<file path="src/rtl/cpu_boot_pkg.sv">
// -----------------------------------------------------------------------------
// cpu_boot_pkg
// Shared definitions for the CPU boot sequencer slice.
//   - boot_state_t : sequencer FSM states
//   - TGT_*        : target memory indices used on in_sel
//   - sel_w()      : width of the target-select field for a given target count
// No ports (package).
// -----------------------------------------------------------------------------
package cpu_boot_pkg;

    typedef enum logic [2:0] {
        S_IDLE,
        S_LOAD,
        S_RUN,
        S_DONE,
        S_ERR
    } boot_state_t;

    localparam int TGT_REGBANK = 0;
    localparam int TGT_INSTMEM = 1;
    localparam int TGT_DATAMEM = 2;

    // A single target still needs a one-bit select so the port never collapses.
    function automatic int sel_w(input int n);
        return (n <= 1) ? 1 : $clog2(n);
    endfunction

endpackage

</file>
<file path="src/rtl/cpu_boot_addr_ctr.sv">
// -----------------------------------------------------------------------------
// cpu_boot_addr_ctr
// Word-address counter for one target memory, with overflow detection.
// Ports:
//   clk      in   system clock
//   rst      in   asynchronous active-high reset
//   i_clear  in   restart the counter at address 0 (new load session)
//   i_inc    in   a word was written at o_addr; advance
//   o_addr   out  address the next word for this target will use
//   o_full   out  all 2**ADDR_W addresses have been written this session
// -----------------------------------------------------------------------------
module cpu_boot_addr_ctr #(
    parameter int ADDR_W = 8
) (
    input  logic              clk,
    input  logic              rst,
    input  logic              i_clear,
    input  logic              i_inc,
    output logic [ADDR_W-1:0] o_addr,
    output logic              o_full
);

    logic [ADDR_W-1:0] r_addr;
    logic              r_full;

    // The address wraps back to zero after the last location; r_full remembers
    // that the wrap happened so a further write can be flagged as overflow.
    always_ff @(posedge clk or posedge rst) begin
        if (rst) begin
            r_addr <= '0;
            r_full <= 1'b0;
        end else if (i_clear) begin
            r_addr <= '0;
            r_full <= 1'b0;
        end else if (i_inc) begin
            if (r_addr == {ADDR_W{1'b1}}) begin
                r_full <= 1'b1;
            end
            r_addr <= r_addr + 1'b1;
        end
    end

    assign o_addr = r_addr;
    assign o_full = r_full;

endmodule

</file>
<file path="src/rtl/cpu_boot_sequencer.sv">
// -----------------------------------------------------------------------------
// cpu_boot_sequencer
// Loads the CPU's target memories from a word stream while the CPU is held,
// then releases the CPU for RUN_CYCLES cycles and reports done or err.
// Optional feature macro: CPU_BOOT_CHECKSUM_EN -- the in_last word becomes a
// checksum (sum of all earlier data words) instead of a data word.
// Ports:
//   clk_CPU, rst_CPU        clock / async active-high reset
//   start                   begin a load session (IDLE/DONE/ERR only)
//   in_valid/in_ready       stream handshake (ready only in LOAD)
//   in_data/in_sel/in_last  stream word, target index, end-of-session marker
//   wr_en/wr_addr/wr_data   registered write port, wr_en one-hot per target
//   cpu_run                 CPU enable during RUN
//   cycle_cnt               RUN cycles elapsed
//   done / err              run finished / session aborted
// -----------------------------------------------------------------------------
module cpu_boot_sequencer
    import cpu_boot_pkg::*;
#(
    parameter  int DATA_W     = 32,
    parameter  int ADDR_W     = 8,
    parameter  int N_TARGETS  = 3,
    parameter  int RUN_CYCLES = 20,
    localparam int SEL_W      = sel_w(N_TARGETS)
) (
    input  logic                 clk_CPU,
    input  logic                 rst_CPU,
    input  logic                 start,
    input  logic                 in_valid,
    output logic                 in_ready,
    input  logic [DATA_W-1:0]    in_data,
    input  logic [SEL_W-1:0]     in_sel,
    input  logic                 in_last,
    output logic [N_TARGETS-1:0] wr_en,
    output logic [ADDR_W-1:0]    wr_addr,
    output logic [DATA_W-1:0]    wr_data,
    output logic                 cpu_run,
    output logic [31:0]          cycle_cnt,
    output logic                 done,
    output logic                 err
);

    boot_state_t          r_state;
    boot_state_t          w_nextState;
    logic                 w_clear;
    logic                 w_write;
    logic                 w_selOk;
    logic                 w_tgtFull;
    logic [N_TARGETS-1:0] w_selOneHot;
    logic [N_TARGETS-1:0] w_ctrInc;
    logic [N_TARGETS-1:0] w_ctrFull;
    logic [ADDR_W-1:0]    w_ctrAddr [N_TARGETS];
    logic [ADDR_W-1:0]    w_selAddr;

    logic [N_TARGETS-1:0] r_wrEn;
    logic [ADDR_W-1:0]    r_wrAddr;
    logic [DATA_W-1:0]    r_wrData;
    logic [31:0]          r_cycleCnt;
`ifdef CPU_BOOT_CHECKSUM_EN
    logic [DATA_W-1:0]    r_sum;
`endif

    // One independent address counter per target memory.
    assign w_ctrInc = w_write ? w_selOneHot : '0;

    for (genvar g = 0; g < N_TARGETS; g++) begin : g_ctr
        cpu_boot_addr_ctr #(.ADDR_W(ADDR_W)) u_ctr (
            .clk     (clk_CPU),
            .rst     (rst_CPU),
            .i_clear (w_clear),
            .i_inc   (w_ctrInc[g]),
            .o_addr  (w_ctrAddr[g]),
            .o_full  (w_ctrFull[g])
        );
    end

    // Decode in_sel into a one-hot and pick that target's counter state.
    // An out-of-range select leaves the one-hot empty, which marks it invalid.
    always_comb begin
        w_selOneHot = '0;
        w_selAddr   = '0;
        w_tgtFull   = 1'b0;
        for (int i = 0; i < N_TARGETS; i++) begin
            if (int'(in_sel) == i) begin
                w_selOneHot[i] = 1'b1;
                w_selAddr      = w_ctrAddr[i];
                w_tgtFull      = w_ctrFull[i];
            end
        end
    end

    assign w_selOk = |w_selOneHot;

    // FSM state register.
    always_ff @(posedge clk_CPU or posedge rst_CPU) begin
        if (rst_CPU) begin
            r_state <= S_IDLE;
        end else begin
            r_state <= w_nextState;
        end
    end

    // Next-state logic. Words are only consumed in LOAD, so in_valid elsewhere
    // (including alongside start) has no effect. A bad select or a write past
    // the target's depth aborts the session without writing.
    always_comb begin
        w_nextState = r_state;
        w_clear     = 1'b0;
        w_write     = 1'b0;
        case (r_state)
            S_IDLE, S_DONE, S_ERR: begin
                if (start) begin
                    w_nextState = S_LOAD;
                    w_clear     = 1'b1;
                end
            end
            S_LOAD: begin
                if (in_valid) begin
`ifdef CPU_BOOT_CHECKSUM_EN
                    if (in_last) begin
                        w_nextState = (in_data == r_sum) ? S_RUN : S_ERR;
                    end else if (!w_selOk || w_tgtFull) begin
                        w_nextState = S_ERR;
                    end else begin
                        w_write = 1'b1;
                    end
`else
                    if (!w_selOk || w_tgtFull) begin
                        w_nextState = S_ERR;
                    end else begin
                        w_write = 1'b1;
                        if (in_last) begin
                            w_nextState = S_RUN;
                        end
                    end
`endif
                end
            end
            S_RUN: begin
                if (r_cycleCnt == 32'(RUN_CYCLES - 1)) begin
                    w_nextState = S_DONE;
                end
            end
            default: w_nextState = S_IDLE;
        endcase
    end

    // Registered write port and run cycle counter. Address/data hold their
    // last value between writes; only wr_en pulses.
    always_ff @(posedge clk_CPU or posedge rst_CPU) begin
        if (rst_CPU) begin
            r_wrEn     <= '0;
            r_wrAddr   <= '0;
            r_wrData   <= '0;
            r_cycleCnt <= '0;
        end else begin
            r_wrEn <= w_write ? w_selOneHot : '0;
            if (w_write) begin
                r_wrAddr <= w_selAddr;
                r_wrData <= in_data;
            end
            if (w_clear) begin
                r_cycleCnt <= '0;
            end else if (r_state == S_RUN) begin
                r_cycleCnt <= r_cycleCnt + 32'd1;
            end
        end
    end

`ifdef CPU_BOOT_CHECKSUM_EN
    // Running sum of every data word written this session; the checksum word
    // itself is never written, so it is never added.
    always_ff @(posedge clk_CPU or posedge rst_CPU) begin
        if (rst_CPU) begin
            r_sum <= '0;
        end else if (w_clear) begin
            r_sum <= '0;
        end else if (w_write) begin
            r_sum <= r_sum + in_data;
        end
    end
`endif

    assign in_ready  = (r_state == S_LOAD);
    assign cpu_run   = (r_state == S_RUN);
    assign done      = (r_state == S_DONE);
    assign err       = (r_state == S_ERR);
    assign wr_en     = r_wrEn;
    assign wr_addr   = r_wrAddr;
    assign wr_data   = r_wrData;
    assign cycle_cnt = r_cycleCnt;

endmodule

</file>
<file path="config.mk">
export PLATFORM = sky130hd
export DESIGN_NAME = cpu_boot_sequencer
export DESIGN_NICKNAME = d
export VERILOG_FILES = /design/src/rtl/cpu_boot_pkg.sv /design/src/rtl/cpu_boot_addr_ctr.sv /design/src/rtl/cpu_boot_sequencer.sv
export SDC_FILE = /design/constraint.sdc
export NUM_CORES = 1
export LEC_CHECK = 0
export CAP_MARGIN = 5
export CORE_ASPECT_RATIO = 0.6
export CORE_MARGIN = 2
export CORE_UTILIZATION = 40
export DETAILED_ROUTE_END_ITERATION = 10
export HOLD_SLACK_MARGIN = 0.15
export PLACE_DENSITY = 0.66
export SLEW_MARGIN = 20
export SYNTH_ARGS = -nofsm -noshare
export SYNTH_HDL_FRONTEND = slang
export SYNTH_SLANG_ARGS = --single-unit
export TNS_END_PERCENT = 30
</file>
<file path="constraint.sdc">
create_clock -name clk_CPU -period 4.4 [get_ports clk_CPU]
set_clock_uncertainty 0.1 [all_clocks]
set_input_delay 0.88 -clock clk_CPU [delete_from_list [all_inputs] [get_ports clk_CPU]]
set_output_delay 0.88 -clock clk_CPU [all_outputs]
set_load 0.005 [all_outputs]
</file>
==> results.ini <==
[critical_path]
r2r_cells = 5
cp_cell_sequence = clkdlybuf4s50_1 > nor3b_1 > a21o_1 > nand2_2 > a221o_1
cpPeakStageDelay_ps = 750
crit_arrival_ps = 3550
crit_required_ps = 4520
crit_type = input port to register
reg2reg_slack_ps = 1910
r2r_start = r_state[1]
cp-start-kind = input port
regToRegEndpoint = g_ctr[0].u_ctr.o_addr[5]
path_max_fanout = 46
cpMaxStageDelayCell = clkdlybuf4s50_1
critPathCaptureType = register

[logic_synthesis]
syn_nets = 492
synth.avg_cell_area_um2 = 11.00
ys_types = 45
synth_seq_area_share = 0.5322
netlist_instances = 449
synth_edf_count = 0
syn-cell-area_mm2 = 0.004937
ys_warn_count = 0
async_flop_share = 1.000
synth_ff_type = dfrtp_1
ys_ff_latch = 105

[sta]
hold_viol = 0
holdWs_ps = 390.6
worstMarginPinSlew_ps = 1017
worst_slack_ps = 971.8
period_needed_ps = 3428
relSlewSlack = 0.3195
grt_setup_unrepaired = no
final-setup-viol-count = 0
post-route-period-util = 0.7791
fmax_mhz = 291.7
tns_ps = 0
final-max-slew-violation-count = 0

[floorplan]
fp.dieW_um = 147.4
start_util = 0.4093
die_h_um = 90.06
io_pins = 118
placementRows = 31
core_mm2 = 0.01206
dieArea_mm2 = 0.01328

[layout]
area_growth_pct = 32.89
stdcell_count = 732
multiInputGateArea_mm2 = 0.002210
drive_gt1_frac = 0.05115
n_antenna_cell = 0
final_cell_mix = 117 x clkdlybuf4s50_1, 105 x dfrtp_1, 67 x nor2_1
n_fill_cell = 1041
nNetsFinal = 605
final_common_cell = clkdlybuf4s50_1
regArea_mm2 = 0.002628
fin_util = 0.5439

[place]
port_buffers = 117
dp_worst_setup_slack_ps = 642.0
placed_cells_incl_taps = 716
gp_congestion = 0.8687
dp_hpwl_um = 8928

[cts]
clock_sinks = 105
clk_pin_slew_ps = 70
cts_htree_levels = 3
cts_made_buffers = 9
clockBufferDepth = 2
root_buffer = clkbuf_16
insertion_delay_ps = 340
post_cts_resized = 0
cts_tree = yes
post_cts_buffers = 0
ctsHoldBuffers = 0

[min_path]
min_from = wr_addr[0]
whs_path_depth = 2
min_to = wr_addr[0]
hp-class = register to register

[status]
run_status = completed

[routing]
drt_iter0_drc = 247
drcViolationCount = 0
ant_nets = 0
drt_pass1_iterations = 5
avgViaCountPerCell = 5.302
via_count = 3881
wl_um = 12310
detail_route.wl_per_cell_um = 16.81

[pwr]
ir_drop_mv = 0.2501
leakage_nw = 2.781
power_density_mw_per_mm2 = 456.7

[global_route]
grt_pass1_vias = 3774
grt_max_degree = 81
grt-ovfl-total = 0
track_usage = 0.1913
grt_pass1_wl_um = 20300
antenna_found_initial = 0

[flow_run]
max_cap_violations = 0

cells by family after synthesis:
| kind of cell | after synthesis | synth area share |
|---|---|---|
| XOR/XNOR | 45 | 0.07983 |
| AO/OA/AOI/OAI | 39 | 0.05018 |
| flip-flops | 105 | 0.5322 |
| AND/OR/NAND/NOR | 190 | 0.2141 |
| adder cells (fa/ha/maj) | 4 | 0.01014 |
| buffers and inverters | 24 | 0.02027 |
| multiplexers | 42 | 0.09326 |
critical path: cells and delay by family:
family	cells	cell delay, ps
AO/OA/AOI/OAI	2	790
AND/OR/NAND/NOR	2	1110
buffers and inverters	1	750
synth_stat cells (all sizes together) (10+ instances only):
cell    instances  share of area
clkbuf         11         0.0084
o21ai          10          0.010
dfrtp         105           0.53
a21oi          13          0.013
nor2           68          0.052
mux2i          10          0.020
xnor2          12          0.021
nand3          16          0.017
nand4          24          0.030
xor2           33          0.059
nand2          27          0.021
mux2           32          0.073
per-stage QoR:
| step | cell area [um2] | power, mW |
|---|---|---|
| final | 6561 | 2.997 |
| after CTS | 6561 | 3.034 |
| after floorplan | 4937 | 1.696 |
| after global placement | 6266 | 2.190 |
| after detailed placement | 6266 | 2.220 |
| after global routing | 6561 | 3.152 |
layer usage:
layer	wire, um	GRT usage	vias to the layer above
met1	6157	0.2979	1944
met4	131	0.04567	0
met5	0	0	-
met3	682	0.03858	14
li1	-	-	1823
met2	5333	0.2718	100
state kept, by name (all words and copies together) (netlist names):
name and flops:
cycle_cnt 32, wr_data 32, g_ctr.u_ctr.o_addr 24, wr_addr 8, g_ctr.u_ctr.o_full 3, r_state 3, wr_en 3
final cells by class:
type                            instances  area share
Sequential cell                       105      0.4005
Multi-Input combinational cell        320      0.3368
Timing Repair Buffer                  121      0.1831
Clock buffer                           10     0.03490
Tap cell                              165     0.03146
Clock inverter                          6     0.01011
Inverter                                5    0.003242
how the worst max path moves through the flow:
stage                         start           end  slack, ps
after global routing      in_sel[0]    wr_data[3]        820
final                     in_sel[0]    wr_addr[2]        970
after floorplan             rst_CPU  cycle_cnt[0]        660
after global placement    in_sel[0]    wr_addr[5]        780
after CTS                 in_sel[0]    wr_addr[2]        990
after detailed placement  in_sel[0]   wr_data[29]        640
power breakdown:
part | switching, mW | internal [mW] | leakage, nW
clock | 0.360 | 0.443 | 0.135
combinational | 0.354 | 0.519 | 1.26
sequential | 0.159 | 1.16 | 1.39
No activity file was read; power rests on OpenSTA's default activity.
